`src/rtl/vga_timing_gen.sv`:
```
// Parametrised VGA sync/timing generator with a pixel-request stage and a
// latency-matched display pipeline that blanks R/G/B outside active video.
module vga_timing_gen #(
    parameter int H_ACTIVE = 800,
    parameter int H_FP     = 40,
    parameter int H_SYNC   = 128,
    parameter int H_BP     = 88,
    parameter int V_ACTIVE = 600,
    parameter int V_FP     = 1,
    parameter int V_SYNC   = 4,
    parameter int V_BP     = 23,
    parameter int CNT_W    = 11,
    parameter int HS_POL   = 0,
    parameter int VS_POL   = 0,
    parameter int PIX_LAT  = 2,
    parameter int COL_W    = 1
) (
    input  logic             clk,
    input  logic             clr_n,
    input  logic             ce,
    output logic             req,
    output logic [CNT_W-1:0] req_x,
    output logic [CNT_W-1:0] req_y,
    input  logic [COL_W-1:0] dat_r,
    input  logic [COL_W-1:0] dat_g,
    input  logic [COL_W-1:0] dat_b,
    output logic             hsync,
    output logic             vsync,
    output logic             active,
    output logic [CNT_W-1:0] x,
    output logic [CNT_W-1:0] y,
    output logic             line_start,
    output logic             frame_start,
    output logic [COL_W-1:0] R,
    output logic [COL_W-1:0] G,
    output logic [COL_W-1:0] B
);

    localparam int H_TOTAL = H_ACTIVE + H_FP + H_SYNC + H_BP;
    localparam int V_TOTAL = V_ACTIVE + V_FP + V_SYNC + V_BP;

    localparam logic [CNT_W-1:0] H_ACT_C  = CNT_W'(H_ACTIVE);
    localparam logic [CNT_W-1:0] H_SYNC_S = CNT_W'(H_ACTIVE + H_FP);
    localparam logic [CNT_W-1:0] H_SYNC_E = CNT_W'(H_ACTIVE + H_FP + H_SYNC);
    localparam logic [CNT_W-1:0] H_LAST   = CNT_W'(H_TOTAL - 1);
    localparam logic [CNT_W-1:0] V_ACT_C  = CNT_W'(V_ACTIVE);
    localparam logic [CNT_W-1:0] V_SYNC_S = CNT_W'(V_ACTIVE + V_FP);
    localparam logic [CNT_W-1:0] V_SYNC_E = CNT_W'(V_ACTIVE + V_FP + V_SYNC);
    localparam logic [CNT_W-1:0] V_LAST   = CNT_W'(V_TOTAL - 1);

    localparam logic HS_ON = (HS_POL != 0);
    localparam logic VS_ON = (VS_POL != 0);

    logic [CNT_W-1:0] hc;
    logic [CNT_W-1:0] vc;

    // Index 0 is the request stage; index PIX_LAT is the display stage.
    logic             act_p [0:PIX_LAT];
    logic             hs_p  [0:PIX_LAT];
    logic             vs_p  [0:PIX_LAT];
    logic             ls_p  [0:PIX_LAT];
    logic             fs_p  [0:PIX_LAT];
    logic [CNT_W-1:0] x_p   [0:PIX_LAT];
    logic [CNT_W-1:0] y_p   [0:PIX_LAT];

    logic pix_act;
    logic in_hs;
    logic in_vs;
    logic hc_zero;

    assign pix_act = (hc < H_ACT_C) && (vc < V_ACT_C);
    assign in_hs   = (hc >= H_SYNC_S) && (hc < H_SYNC_E);
    assign in_vs   = (vc >= V_SYNC_S) && (vc < V_SYNC_E);
    assign hc_zero = (hc == '0);

    always_ff @(posedge clk or negedge clr_n) begin
        if (!clr_n) begin
            hc <= '0;
            vc <= '0;
            for (int i = 0; i <= PIX_LAT; i++) begin
                act_p[i] <= 1'b0;
                hs_p[i]  <= ~HS_ON;
                vs_p[i]  <= ~VS_ON;
                ls_p[i]  <= 1'b0;
                fs_p[i]  <= 1'b0;
                x_p[i]   <= '0;
                y_p[i]   <= '0;
            end
            R <= '0;
            G <= '0;
            B <= '0;
        end else if (ce) begin
            // Counter stage
            if (hc == H_LAST) begin
                hc <= '0;
                vc <= (vc == V_LAST) ? '0 : vc + 1'b1;
            end else begin
                hc <= hc + 1'b1;
            end

            // Request stage
            act_p[0] <= pix_act;
            hs_p[0]  <= in_hs ? HS_ON : ~HS_ON;
            vs_p[0]  <= in_vs ? VS_ON : ~VS_ON;
            ls_p[0]  <= pix_act && hc_zero;
            fs_p[0]  <= pix_act && hc_zero && (vc == '0);
            x_p[0]   <= pix_act ? hc : '0;
            y_p[0]   <= pix_act ? vc : '0;

            // Delay stages up to the display stage
            for (int i = 1; i <= PIX_LAT; i++) begin
                act_p[i] <= act_p[i-1];
                hs_p[i]  <= hs_p[i-1];
                vs_p[i]  <= vs_p[i-1];
                ls_p[i]  <= ls_p[i-1];
                fs_p[i]  <= fs_p[i-1];
                x_p[i]   <= x_p[i-1];
                y_p[i]   <= y_p[i-1];
            end

            // Colour is captured on the same edge the display stage loads, so
            // the gate is the active flag about to enter the display stage.
            R <= act_p[PIX_LAT-1] ? dat_r : '0;
            G <= act_p[PIX_LAT-1] ? dat_g : '0;
            B <= act_p[PIX_LAT-1] ? dat_b : '0;
        end
    end

    assign req         = act_p[0];
    assign req_x       = x_p[0];
    assign req_y       = y_p[0];
    assign hsync       = hs_p[PIX_LAT];
    assign vsync       = vs_p[PIX_LAT];
    assign active      = act_p[PIX_LAT];
    assign x           = x_p[PIX_LAT];
    assign y           = y_p[PIX_LAT];
    assign line_start  = ls_p[PIX_LAT];
    assign frame_start = fs_p[PIX_LAT];

endmodule

```
`config.mk`:
```
export PLATFORM = sky130hd
export DESIGN_NAME = vga_timing_gen
export DESIGN_NICKNAME = d
export VERILOG_FILES = /design/src/rtl/vga_timing_gen.sv
export SDC_FILE = /design/constraint.sdc
export NUM_CORES = 1
export LEC_CHECK = 0
export CAP_MARGIN = 10
export CORE_MARGIN = 2
export CORE_UTILIZATION = 40
export CTS_CLUSTER_SIZE = 12
export DETAILED_ROUTE_END_ITERATION = 8
export GPL_TIMING_DRIVEN = 0
export PLACE_DENSITY = 0.62
export SYNTH_ARGS = -nofsm -noshare
export SYNTH_HDL_FRONTEND = slang
export SYNTH_SLANG_ARGS = --single-unit
```
`constraint.sdc`:
```
create_clock -name clk -period 2.9 [get_ports clk]
set_input_delay 0.725 -clock clk [delete_from_list [all_inputs] [get_ports clk]]
set_output_delay 0.725 -clock clk [all_outputs]
set_load 0.005 [all_outputs]
```
Yosys cells after proc, flatten, opt, wreduce, memory -nomap -nowiden. Cells that the tools add are included.

Input port bits: 6. Register bits: 106. Logic and storage cells: 53.

Mux-type cells: 9. Equal/unequal tests: 2. Add/subtract/negate cells: 2. Magnitude comparators: 6. Reductions and logical operators: 8.

Operators by type and width (number): 11-bit by 10-bit < comparator with 1-bit output (second input constant) (4); 11-bit 2-to-1 mux (4); 11-bit by 1-bit adder with 11-bit output (second input constant) (2); 11-bit by 10-bit >= comparator with 1-bit output (second input constant) (2); 11-bit zero test (2); 11-bit by 10-bit == test with 1-bit output (second input constant) (1); 11-bit == test (second input constant) (1); 1-bit logical AND (5); 1-bit 2-to-1 mux (5); 2-bit AND reduction (1).

Logic depth before layout (Yosys ltp).
Depth in word-level cells: 4. Mapped depth: 6. Mapped depth without buffers: 6.

Worst setup path after synthesis. Ideal clock, no wire load.

Kind: input to register. Start: input ce. End: register vc[2]. Path slack: 930 ps. Arrival time: 1835 ps. Cell stages on the path: 5. Buffers on the path: 1. Cells stage by stage: clkinv_1 > or4_1 > buf_2 > o21ai_0 > o21ai_0.

Longest elaborated chain between the ends: 1.

RTL lines: start, declared (RTL line 20) `input logic ce,`; 2-bit AND reduction (no line); end signal, assigned (RTL line 96) `vc <= (vc == V_LAST) ? '0 : vc + 1'b1;`; end, declared (RTL line 55) `logic [CNT_W-1:0] vc;`.

Every way passes these cells. A chain may end at the register's enable or synchronous reset.

Final worst setup path.
Start: input ce. End: register vc[7].

Same word-level chain as after synthesis.

==> results.md <==
- In this run the count of I/O pins placed on the die edge is 59.
- The run finished with clean final reports.
- The relative contribution of combinational cells to total power is 0.177.
- Max-cap violations in this run came to 0.
- The share of the core filled with cells is 0.508.
- With fillers left out, the area of the finished cells amounts to 5830 µm².
- The design internal power is 2.85 mW.
- Counting flops and latches in the post-synthesis netlist gives 106.
- The number of antenna violations at the first check in global routing is 0.
- The initial core utilization is 0.412.
- In the final layout, the share of cells above drive strength 1 is 0.273.
- Relative to the synthesized area, the layout overhead comes to 23.3%.
- The fmax is 389 MHz.
- The kind of path behind the tightest hold check is input pin to asynchronous set/reset pin.
- The most used flip-flop cell after synthesis is dfrtp_1.
- The total power per unit cell area is 640 nW/µm².
- The overall power of the completed layout is 3.73 mW.
- Yosys printed 0 warnings.
- The synthesized area divided by synthesized cell count is 12.4 µm².
- The worst hold margin is 0.419 ns.
- The compound-cell area share of the yosys netlist came to 0.0797.
- The share of synthesized area occupied by flip-flops and latches is 0.563.
- The final setup violation count is 0.
- Of the total power, the clock network draws 0.345.
- Of the total synthesized cell area, the portion taken by AND, OR, NAND and NOR gates is 0.0871.
- The routing layer with the top usage in global route is met2.
- The total area inside the core boundary comes to 11500 µm².
- TritonCTS built the clock tree.
- For this run, global-route usage on met1 was measured as 0.214.
- After synthesis, the largest family of logic cells by area is multiplexers.
- The number of buffers inserted during clock tree synthesis is 9.
- The overall die width is 113 µm.
- The count of H-tree levels built during CTS is 3.
- The number of distinct library cell variants in the gate-level netlist after synthesis is 46.
- The via count of the first global-routing pass was 3058.
- The synthesized netlist net count is 392.
- Of all nets on the critical path, the largest fanout is 10.
- The cts-stage hold buffer count is 0.
- The part of the cycle the worst path needs is 0.887.
- The clock insertion delay at the later pin of the skew report is 0.34 ns.
- Port buffering added 58 buffers.
- The mux contribution to synthesized area is 0.143.
- VDD sags by at most 0.290 mV.
- The largest net degree at the start of global routing is 55.
- The hold violation total from the final report came to 0.
- The worst endpoint data arrival time is 2.83 ns.
- Using the TritonRoute via totals, the vias-per-cell ratio works out to 5.11.
- For met2 alone, demand over resource in global routing was 0.236.
- The kind of capture point of the worst setup path is a flip-flop.
- In this run the post-CTS setup repair buffer count came out at 0.
- The worst-case clock skew is 0.00511 ns.
- The full die area is 12700 µm².
- For this run, the post-layout net count is 462.
- The post-placement cell area is 5510 µm².
- At the end of routability-driven placement, the weighted congestion stood at 0.832.
- The total number of placement rows is 39.
- The cell count after synthesis is 381.
- After clock tree synthesis, the repair step resized 0 gates.
- The number of antenna diodes in the final layout is 0.
- The remaining design rule violation count is 0.
- The buffer type at the clock tree root is clkbuf_16.
- The sink count of the clock tree is 106.
- The fraction of the mapped netlist area in adder cells is 0.0132.
- For this run, asynchronously set or reset flops after synthesis account for 1.00.
- The number of buffers on the longest clock path is 2.
- The number of detailed-routing iterations run before antenna repair is 4.
- The detail route stage leaves a number of antenna-violating nets equal to 0.
- The data required time at the worst endpoint is 3.16 ns.
- The clock-pin slew on the worst setup and hold paths is 0.06 ns.
- The static power due to leakage is 2.62 nW.
- The post-layout minimum cycle time is 2.57 ns.
- The detailed router's first-iteration violation count is 149.
- For this run, global-route usage on met3 was measured as 0.0316.
- The switching power is 0.888 mW.
- For the pin with the worst max-slew slack, the measured transition is 1.02 ns.
- The detailed-route wire length is 9050 µm.
- The total via count after detailed routing is 3056.
- Of the total synthesized cell area, the portion taken by XOR and XNOR cells is 0.0167.
- The total track usage is 0.151.
- The worst setup path is launched from an input pin.
- The kind of critical path is input pin to flip-flop.
- Measured along the y axis, the die boundary spans 113 µm.
- Summed over all failing endpoints, the final setup total negative slack is 0 ns.
- The average routed wire per standard cell is 15.1 µm.
- In this run the cell area of the synthesized design comes to 4730 µm².
- After global routing the overflow that remains totals 0.
- Setup repair after global routing left no endpoint under its margin.
- The global-route wire length before repair is 15400 µm.
- Counting flops with a built-in enable in the synthesized netlist gives 0.
- Of the total power, the share spent switching nets is 0.238.
- In this run the tightest slew margin relative to its limit is 0.314.
- The wire-length estimate of the detail-placed layout is 6440 µm.
- The share of total power dissipated in sequential elements is 0.478.
- The max-slew violation count is 0.
synth_stat cells (3+ instances only):
cell        n  area share
mux2i_1     7       0.015
and3_1      4      0.0053
inv_1      10      0.0079
a21oi_1     9      0.0095
nand3_1    18       0.019
nor3_1      3      0.0032
ha_1        5       0.013
a22o_1     21       0.039
nor4_1      4      0.0053
dfrtp_1   100        0.53
xnor2_1     7       0.013
o21ai_0    11       0.012
nor2_1      5      0.0040
clkbuf_1   21       0.017
nor2b_1     3      0.0040
dfstp_2     6       0.033
buf_4      44       0.070
nand2_1     7      0.0056
mux2_2     54        0.13
nand4_1     9       0.012
worst max-delay path, stage by stage:
cell,delay (ns)
clkdlybuf4s50_1,0.52
clkinv_1,0.27
nor4_1,0.94
nand4_1,0.18
mux2i_1,0.19
cell type report:
| cell class | count | area, µm² |
|---|---|---|
| buffer | 67 | 418 |
| inverter | 11 | 41.3 |
| tap | 143 | 179 |
| fill | 1038 | 5640 |
| clock inverter | 4 | 76.3 |
| timing repair buffer | 59 | 606 |
| clock buffer | 11 | 243 |
| sequential | 106 | 2660 |
| multi-input combinational | 197 | 1610 |
registers in the layout (all words and copies together), names as in the netlist, 2 cells and up:
name and count:
fs_p 2, hc 11, hs_p 2, ls_p 2, req_x 11, req_y 11
vc 11, vs_p 2, x 11, x_p 11, y 11, y_p 11
per-stage QoR:
stage,setup slack [ns],cells
2_1_floorplan,0.930,381
3_3_place_gp,-2.81,582
3_5_place_dp,-0.0253,583
4_1_cts,0.328,598
5_1_grt,0.152,598
6_report,0.327,598
logic make-up (layout without fill, tap and decap cells):
family / count (synthesis) / count (layout)
and+or+nand+nor: 70 / 70
muxes: 61 / 61
AOI/OAI and AO/OA: 52 / 52
adders and majority gates: 5 / 5
xor gates and xnor gates: 9 / 9
DFF: 106 / 106
buffers and inverters: 78 / 152
layout by cell type, fill, tap and decap left out, types with 2 or more instances in the layout:
cell type / Yosys / final
nor2_1: 5 / 5
mux2_2: 54 / 54
or4_1: 2 / 2
clkdlybuf4s50_1: 0 / 57
o21ai_0: 11 / 11
xor2_1: 2 / 2
a21oi_1: 9 / 9
inv_1: 10 / 10
or3_1: 2 / 2
nor2b_1: 3 / 3
nor3_1: 3 / 3
and4_1: 2 / 2
dfrtp_1: 100 / 100
and2_1: 2 / 2
nand3_1: 18 / 18
o31ai_1: 2 / 2
nand2_1: 7 / 7
and3_1: 4 / 4
dfstp_2: 6 / 6
nand4_1: 9 / 9
ha_1: 5 / 5
buf_4: 44 / 45
a22o_1: 21 / 21
o311ai_0: 2 / 2
xnor2_1: 7 / 7
bufinv_16: 0 / 2
nor4_1: 4 / 4
clkbuf_16: 0 / 9
clkbuf_1: 21 / 22
mux2i_1: 7 / 7
metal layers:
metal | vias to the layer above | share of wire
li1 | 1456 | -
met1 | 1532 | 0.47
met2 | 61 | 0.48
met3 | 7 | 0.041
met4 | 0 | 0.0089
met5 | - | 0
power by group through the flow:
stage | logic [mW] | clock network [mW] | registers [mW]
final | 0.661 | 1.29 | 1.79
after global placement | 0.651 | 0 | 1.81
after global routing | 0.729 | 1.38 | 1.81
after detailed placement | 0.670 | 0 | 1.82
after CTS | 0.674 | 1.32 | 1.79
after floorplan | 0.392 | 0 | 1.77
final timing paths:
path	from	endpoint	slack (ns)	depth (start not counted)
min reg2reg	y_p[12]	y[1]	0.50	1
max	ce	vc[7]	0.33	5
max reg2reg	hc[8]	vc[7]	0.59	4
max in group asynchronous	clr_n	y_p[12]	1.80	2
min	clr_n	x[7]	0.42	1
min in group clk	y_p[12]	y[1]	0.50	1
Note: power is estimated with default switching activity, not from simulation.
